## src/rtl/ahb_op_sequencer_pkg.sv

```systemverilog
// Shared definitions for the AHB-lite operation sequencer: bus codes,
// slave register offsets, FSM encoding and the step-to-offset helper.
package ahb_op_sequencer_pkg;

   localparam logic [1:0]  HTRANS_IDLE   = 2'b00;
   localparam logic [1:0]  HTRANS_NONSEQ = 2'b10;
   localparam logic [2:0]  HSIZE_WORD    = 3'b010;
   localparam logic [2:0]  HBURST_SINGLE = 3'b000;

   // Slave register map, relative to the selected slave base
   localparam logic [31:0] OFF_A   = 32'h0000_0000;
   localparam logic [31:0] OFF_B   = 32'h0000_0004;
   localparam logic [31:0] OFF_OP  = 32'h0000_0008;
   localparam logic [31:0] OFF_RES = 32'h0000_000C;

   // Transfer steps of one command, in issue order
   localparam logic [1:0]  STEP_A   = 2'd0;
   localparam logic [1:0]  STEP_B   = 2'd1;
   localparam logic [1:0]  STEP_OP  = 2'd2;
   localparam logic [1:0]  STEP_RES = 2'd3;

   typedef enum logic [1:0] {
      ST_IDLE = 2'b00,
      ST_ADDR = 2'b01,
      ST_DATA = 2'b10,
      ST_RESP = 2'b11
   } seq_state_e;

   // Register offset addressed by a given transfer step
   function automatic logic [31:0] step_offset(input logic [1:0] step);
      logic [31:0] off_v;
      case (step)
         STEP_A:   off_v = OFF_A;
         STEP_B:   off_v = OFF_B;
         STEP_OP:  off_v = OFF_OP;
         STEP_RES: off_v = OFF_RES;
         default:  off_v = OFF_RES;
      endcase
      return off_v;
   endfunction

endpackage

```

## src/rtl/op_cmd_fifo.sv

```systemverilog
// Synchronous FIFO holding queued operation commands. Depth must be a power
// of two so the pointers wrap naturally; count spans 0..DEPTH.
module op_cmd_fifo #(
   parameter int WIDTH = 8,
   parameter int DEPTH = 4,
   localparam int AW   = $clog2(DEPTH),
   localparam int CW   = AW + 1
) (
   input  logic             clk,
   input  logic             rst,
   input  logic             push,
   input  logic [WIDTH-1:0] push_data,
   input  logic             pop,
   output logic [WIDTH-1:0] pop_data,
   output logic [CW-1:0]    count,
   output logic             full,
   output logic             empty
);

   logic [WIDTH-1:0] mem_r [DEPTH];
   logic [AW-1:0]    wr_ptr_r;
   logic [AW-1:0]    rd_ptr_r;
   logic [CW-1:0]    count_r;
   logic             push_ok_s;
   logic             pop_ok_s;

   assign full      = (count_r == CW'(DEPTH));
   assign empty     = (count_r == CW'(0));
   assign count     = count_r;
   assign pop_data  = mem_r[rd_ptr_r];
   assign push_ok_s = push & ~full;
   assign pop_ok_s  = pop & ~empty;

   // Pointer and occupancy bookkeeping
   always_ff @(posedge clk or posedge rst) begin
      if (rst) begin
         wr_ptr_r <= AW'(0);
         rd_ptr_r <= AW'(0);
         count_r  <= CW'(0);
      end else begin
         if (push_ok_s) begin
            wr_ptr_r <= wr_ptr_r + AW'(1);
         end
         if (pop_ok_s) begin
            rd_ptr_r <= rd_ptr_r + AW'(1);
         end
         case ({push_ok_s, pop_ok_s})
            2'b10:   count_r <= count_r + CW'(1);
            2'b01:   count_r <= count_r - CW'(1);
            default: count_r <= count_r;
         endcase
      end
   end

   // Storage write; contents need no reset since empty gates every read
   always_ff @(posedge clk) begin
      if (push_ok_s) begin
         mem_r[wr_ptr_r] <= push_data;
      end
   end

endmodule

```

## src/rtl/ahb_op_sequencer.sv

```systemverilog
// AHB-lite single master: pops queued {target, op, A, B} commands and runs
// each as write A, write B, write opcode, read result on the chosen slave,
// then holds the result on a valid/ready response port.
module ahb_op_sequencer
   import ahb_op_sequencer_pkg::*;
#(
   parameter int          CMD_DEPTH = 4,
   parameter logic [31:0] ALU_BASE  = 32'h0000_0000,
   parameter logic [31:0] MUL_BASE  = 32'h0000_1000,
   parameter int          W_OP      = 4
) (
   input  logic            HCLK,
   input  logic            HRESET,
   input  logic            cmd_valid,
   output logic            cmd_ready,
   input  logic            cmd_target,
   input  logic [W_OP-1:0] cmd_op,
   input  logic [31:0]     cmd_a,
   input  logic [31:0]     cmd_b,
   output logic            rsp_valid,
   input  logic            rsp_ready,
   output logic [31:0]     rsp_data,
   output logic            rsp_err,
   output logic            busy,
   output logic [31:0]     o_HADDR,
   output logic [31:0]     o_HWDATA,
   output logic            o_HWRITE,
   output logic [2:0]      o_HSIZE,
   output logic [2:0]      o_HBURST,
   output logic [1:0]      o_HTRANS,
   input  logic [31:0]     i_HRDATA,
   input  logic [1:0]      i_HRESP,
   input  logic            i_HREADY
);

   localparam int CMD_W = 1 + W_OP + 32 + 32;
   localparam int CNT_W = $clog2(CMD_DEPTH) + 1;

   seq_state_e       state_r;
   logic [1:0]       step_r;
   logic             target_r;
   logic [W_OP-1:0]  op_r;
   logic [31:0]      a_r;
   logic [31:0]      b_r;

   logic             push_s;
   logic             pop_s;
   logic [CMD_W-1:0] push_data_s;
   logic [CMD_W-1:0] head_s;
   logic [CNT_W-1:0] count_s;
   logic             full_s;
   logic             empty_s;

   logic             head_target_s;
   logic [W_OP-1:0]  head_op_s;
   logic [31:0]      head_a_s;
   logic [31:0]      head_b_s;
   logic [31:0]      head_base_s;
   logic [31:0]      work_base_s;
   logic [1:0]       next_step_s;
   logic [31:0]      wr_data_s;
   logic             slave_err_s;
   logic             unused_hresp_s;

   assign push_s      = cmd_valid & ~full_s;
   assign push_data_s = {cmd_target, cmd_op, cmd_a, cmd_b};

   op_cmd_fifo #(
      .WIDTH (CMD_W),
      .DEPTH (CMD_DEPTH)
   ) u_cmd_fifo (
      .clk       (HCLK),
      .rst       (HRESET),
      .push      (push_s),
      .push_data (push_data_s),
      .pop       (pop_s),
      .pop_data  (head_s),
      .count     (count_s),
      .full      (full_s),
      .empty     (empty_s)
   );

   assign {head_target_s, head_op_s, head_a_s, head_b_s} = head_s;

   assign head_base_s    = head_target_s ? MUL_BASE : ALU_BASE;
   assign work_base_s    = target_r ? MUL_BASE : ALU_BASE;
   assign next_step_s    = step_r + 2'd1;
   assign slave_err_s    = i_HRESP[0];
   assign unused_hresp_s = i_HRESP[1];

   assign cmd_ready = ~full_s;
   assign busy      = (state_r != ST_IDLE) || (count_s != CNT_W'(0));
   assign o_HSIZE   = HSIZE_WORD;
   assign o_HBURST  = HBURST_SINGLE;

   // Pop the head only when idle with no response still held
   always_comb begin
      pop_s = 1'b0;
      if ((state_r == ST_IDLE) && !empty_s && !rsp_valid) begin
         pop_s = 1'b1;
      end else begin
         pop_s = 1'b0;
      end
   end

   // Write data presented in the data phase of each write step
   always_comb begin
      wr_data_s = a_r;
      case (step_r)
         STEP_A:  wr_data_s = a_r;
         STEP_B:  wr_data_s = b_r;
         STEP_OP: wr_data_s = 32'(op_r);
         default: wr_data_s = a_r;
      endcase
   end

   // Transfer sequencer with registered bus and response outputs
   always_ff @(posedge HCLK or posedge HRESET) begin
      if (HRESET) begin
         state_r   <= ST_IDLE;
         step_r    <= STEP_A;
         target_r  <= 1'b0;
         op_r      <= W_OP'(0);
         a_r       <= 32'h0000_0000;
         b_r       <= 32'h0000_0000;
         rsp_valid <= 1'b0;
         rsp_data  <= 32'h0000_0000;
         rsp_err   <= 1'b0;
         o_HTRANS  <= HTRANS_IDLE;
         o_HADDR   <= 32'h0000_0000;
         o_HWDATA  <= 32'h0000_0000;
         o_HWRITE  <= 1'b0;
      end else begin
         case (state_r)
            ST_IDLE: begin
               if (pop_s) begin
                  target_r <= head_target_s;
                  op_r     <= head_op_s;
                  a_r      <= head_a_s;
                  b_r      <= head_b_s;
                  step_r   <= STEP_A;
                  o_HTRANS <= HTRANS_NONSEQ;
                  o_HADDR  <= head_base_s + step_offset(STEP_A);
                  o_HWRITE <= 1'b1;
                  state_r  <= ST_ADDR;
               end
            end
            ST_ADDR: begin
               o_HTRANS <= HTRANS_IDLE;
               if (step_r != STEP_RES) begin
                  o_HWDATA <= wr_data_s;
               end
               state_r <= ST_DATA;
            end
            ST_DATA: begin
               // An ERROR with HREADY low is the first error cycle: keep waiting
               if (i_HREADY) begin
                  if (slave_err_s) begin
                     rsp_data  <= 32'h0000_0000;
                     rsp_err   <= 1'b1;
                     rsp_valid <= 1'b1;
                     state_r   <= ST_RESP;
                  end else if (step_r == STEP_RES) begin
                     rsp_data  <= i_HRDATA;
                     rsp_err   <= 1'b0;
                     rsp_valid <= 1'b1;
                     state_r   <= ST_RESP;
                  end else begin
                     step_r   <= next_step_s;
                     o_HTRANS <= HTRANS_NONSEQ;
                     o_HADDR  <= work_base_s + step_offset(next_step_s);
                     o_HWRITE <= (next_step_s != STEP_RES);
                     state_r  <= ST_ADDR;
                  end
               end
            end
            ST_RESP: begin
               if (rsp_ready) begin
                  rsp_valid <= 1'b0;
                  state_r   <= ST_IDLE;
               end
            end
            default: begin
               o_HTRANS  <= HTRANS_IDLE;
               rsp_valid <= 1'b0;
               state_r   <= ST_IDLE;
            end
         endcase
      end
   end

endmodule

```

## config.mk

```make
export PLATFORM = sky130hd
export DESIGN_NAME = ahb_op_sequencer
export DESIGN_NICKNAME = d
export VERILOG_FILES = /design/src/rtl/ahb_op_sequencer_pkg.sv /design/src/rtl/op_cmd_fifo.sv /design/src/rtl/ahb_op_sequencer.sv
export SDC_FILE = /design/constraint.sdc
export NUM_CORES = 1
export LEC_CHECK = 0
export CORE_AREA = 3 3 210 212
export CTS_CLUSTER_SIZE = 16
export DETAILED_ROUTE_END_ITERATION = 12
export DIE_AREA = 0 0 213 215
export PLACE_DENSITY = 0.73
export RECOVER_POWER = 100
export SLEW_MARGIN = 20
export SYNTH_ARGS = -nofsm -noshare
export SYNTH_HDL_FRONTEND = slang
export SYNTH_SLANG_ARGS = --single-unit
```

## constraint.sdc

```tcl
create_clock -name HCLK -period 7.04 [get_ports HCLK]
set_input_delay 2.112 -clock HCLK [delete_from_list [all_inputs] [get_ports HCLK]]
set_output_delay 2.112 -clock HCLK [all_outputs]
set_load 0.05 [all_outputs]
```

==> results.sh <==
export IMPL_cts_resized=0
export IMPL_relSlewSlack_pct=-72.4
export IMPL_fillCellCount=3471
export IMPL_fp_dieArea_um2=45800
export IMPL_rr_worst_depth=4
export IMPL_ys_types=43
export IMPL_grt_max_degree=71
export IMPL_dr_pass1_iters=5
export IMPL_holdPathStages=1
export IMPL_worst_pin_slew_ns=2.59
export IMPL_fin_nets=1217
export IMPL_syn_to_final_growth_pct=20.7
export IMPL_layout_drive_gt1_share_pct=18.8
export IMPL_cts_setup_buffers=0
export IMPL_grt_usage_pct=15.3
export IMPL_rows=75
export IMPL_ys_warn_count=0
export IMPL_async_flop_share_pct=35.2
export IMPL_cts_buffers=45
export IMPL_endpoint_kind="flip-flop"
export IMPL_clk_path_buf_depth=3
export IMPL_period_needed_ns=5.13
export IMPL_path_clk_slew_ns=0.06
export IMPL_p_leak_nw=7.50
export IMPL_period_share_pct=72.8
export IMPL_synth_area_leaders="edfxtp_1, dfrtp_1, mux4_2, mux2_2, mux2_4"
export IMPL_crit_chain="dlygate4sd3_1 > and3_1 > buf_4"
export IMPL_core_um2=42100
export IMPL_rsz0062_at_grt="false"
export IMPL_start_kind="input pin"
export IMPL_synth_ff_type="edfxtp_1"
export IMPL_synth_top_area_cell="edfxtp_1"
export IMPL_outcome="complete, but fails checks"
export IMPL_drcViolationCount=0
export IMPL_first_iter_violations=501
export IMPL_violations="capacitance limit, slew limit"
export IMPL_crit_cells=3
export IMPL_wl_per_cell_um=20.4
export IMPL_synth_most_common_cell="edfxtp_1"
export IMPL_cp_top_family="simple AND/OR/NAND/NOR gates"
export IMPL_setup_worst_path_class="input pin to flip-flop"
export IMPL_pin_count=217
export IMPL_dp_slack_ns=2.49
export IMPL_dp_hpwl_mm=21.1
export IMPL_htreeDepth=2
export IMPL_grt_pass1_wl_mm=53.5
export IMPL_holdCritPathClass="flip-flop to flip-flop"
export IMPL_netlist_area_um2=16900
export IMPL_die_h_um=215
export IMPL_power_density_nw_per_um2=460
export IMPL_synth_edf_count=276
export IMPL_required_ns=7.25
export IMPL_routed_wl_mm=34.4
export IMPL_max_freq_mhz=195
export IMPL_cts_sinks=426
export IMPL_root_buffer="clkbuf_16"
export IMPL_io_buffers=179
export IMPL_finalMaxSlewViolations=356
export IMPL_syn_avg_cell_area_um2=18.5
export IMPL_skew_ns=0.0151
export IMPL_ys_seq_area_share_pct=71.1
export IMPL_initial_core_util_pct=40.2
export IMPL_yosys_register_bits=426
export IMPL_grt_pass1_vias=9089
export IMPL_ant_nets=0
export IMPL_tns_ns=0
export IMPL_layout_setup_ws_ns=1.91
export IMPL_cts_hold_fix_buffers=0
export IMPL_viasPerCell=5.14
export IMPL_hold_viol_final=0
export IMPL_gr_total_overflow=0
export IMPL_crit_path_top_delay_cell="and3_1"
export IMPL_finalSetupViolations=0
export IMPL_crit_arrival_ns=5.33
export IMPL_syn_inst=915
export IMPL_synth_top_cell_area_share_pct=49.0
export IMPL_max_stage_delay_ns=1.93
export IMPL_cap_violations=9
export IMPL_via_count=8643
export IMPL_irDropWorstVdd_mv=0.210
export IMPL_cts_tree="built"
export IMPL_die_w_um=213
export IMPL_path_max_fanout=46
export IMPL_cp_num_buf_inv=2
export IMPL_antenna_found_initial=24
export IMPL_synthTopCellsByCount="edfxtp_1, dfrtp_1, mux4_2"
export IMPL_insertion_delay_ns=0.56
export IMPL_place_congestion=0.732
## final cells by class
cell class / instances / area, µm² / share of cell area, %
Antenna cell: 8 / 20.0 / 0.0980
Clock buffer: 55 / 1220 / 5.99
Clock inverter: 28 / 293 / 1.43
Inverter: 6 / 23.8 / 0.116
Multi-Input combinational cell: 429 / 4260 / 20.9
Sequential cell: 426 / 12000 / 59.0
Tap cell: 539 / 674 / 3.30
Timing Repair Buffer: 191 / 1890 / 9.24
## per-layer routing
metal / up-vias / global-route usage, % / share of wire, %
met2: 276 / 24.8 / 48
met3: 84 / 6.15 / 9.3
met1: 4436 / 18.8 / 40
li1: 3815 / - / -
met4: 32 / 4.41 / 2.3
met5: - / 0 / 0.57
## logic make-up (layout without fill, tap and decap cells)
logic type	Yosys count	count (layout)	share of synthesized area, %
other	2	44	0.0444
AO/OA/AOI/OAI	75	75	2.63
buffers and inverters	94	280	3.67
XOR/XNOR	6	6	0.310
multiplexers	181	181	17.3
AND/OR/NAND/NOR	121	121	4.12
flip-flops	426	426	71.1
adder cells (fa/ha/maj)	10	10	0.784
## flip-flops by register name, summed over array words and instances, names as in the netlist, 2 cells and up
name                 cells
b_r                     32
u_cmd_fifo.rd_ptr_r      2
u_cmd_fifo.mem_r       276
o_HWDATA                32
op_r                     4
rsp_data                32
a_r                     32
u_cmd_fifo.wr_ptr_r      2
state_r                  2
u_cmd_fifo.count         3
o_HADDR                  3
## worst paths after layout
check / endpoint / slack (ns) / startpoint
min in group asynchronous: a_r[21] / 2.62 / HRESET
max reg2reg: b_r[7] / 2.30 / u_cmd_fifo.count[0]
max in group asynchronous: u_cmd_fifo.rd_ptr_r[0] / 2.07 / HRESET
min: rsp_data[26] / 0.48 / rsp_data[26]
max: u_cmd_fifo.mem_r[1][18] / 1.91 / cmd_valid
min reg2reg: rsp_data[26] / 0.48 / rsp_data[26]
## power breakdown
group          leakage (nW)  switching [W]  total, W  internal [W]
combinational          2.41        0.00188   0.00313       0.00125
clock                 0.750       0.000965   0.00239       0.00143
sequential             4.34       0.000402   0.00388       0.00347
## cells in the final DEF, fill, tap and decap left out, types with 2 or more instances in the layout
cell and instances:
mux2_2 51, clkinvlp_4 2, xnor2_1 5, dfrtp_1 148, buf_4 7, bufinv_16 5
conb_1 36, a31oi_1 29, inv_6 2, nor3_1 2, clkinv_1 4, mux4_2 69
clkdlybuf4s50_1 34, clkbuf_16 46, diode_2 8, a21oi_1 34, nor2_1 35, o21ai_0 3
dfrtp_4 2, mux2_1 58, clkbuf_2 2, and3_1 4, nor2b_1 60, nand2_1 7
a22oi_1 5, inv_1 5, edfxtp_1 276, nand3_1 2, clkbuf_1 7, dlygate4sd3_1 145
clkinv_4 2, mux2_4 2, clkbuf_8 4, ha_1 8, clkinv_2 11, or3_1 2
## stage by stage
step | total power [W] | util (%) | hold slack, ns | area [µm²] | std cells
after CTS | 0.00968 | 48.8 | 0.487 | 20600 | 1673
after global routing | 0.00990 | 48.5 | 0.496 | 20400 | 1676
after detailed placement | 0.00726 | 45.2 | 0.474 | 19000 | 1590
final | 0.00940 | 48.5 | 0.476 | 20400 | 1682
after floorplan | 0.00631 | - | 0.446 | 17100 | 949
after global placement | 0.00717 | 45.2 | 0.468 | 19000 | 1590
Power figures use the tool's default switching activity.
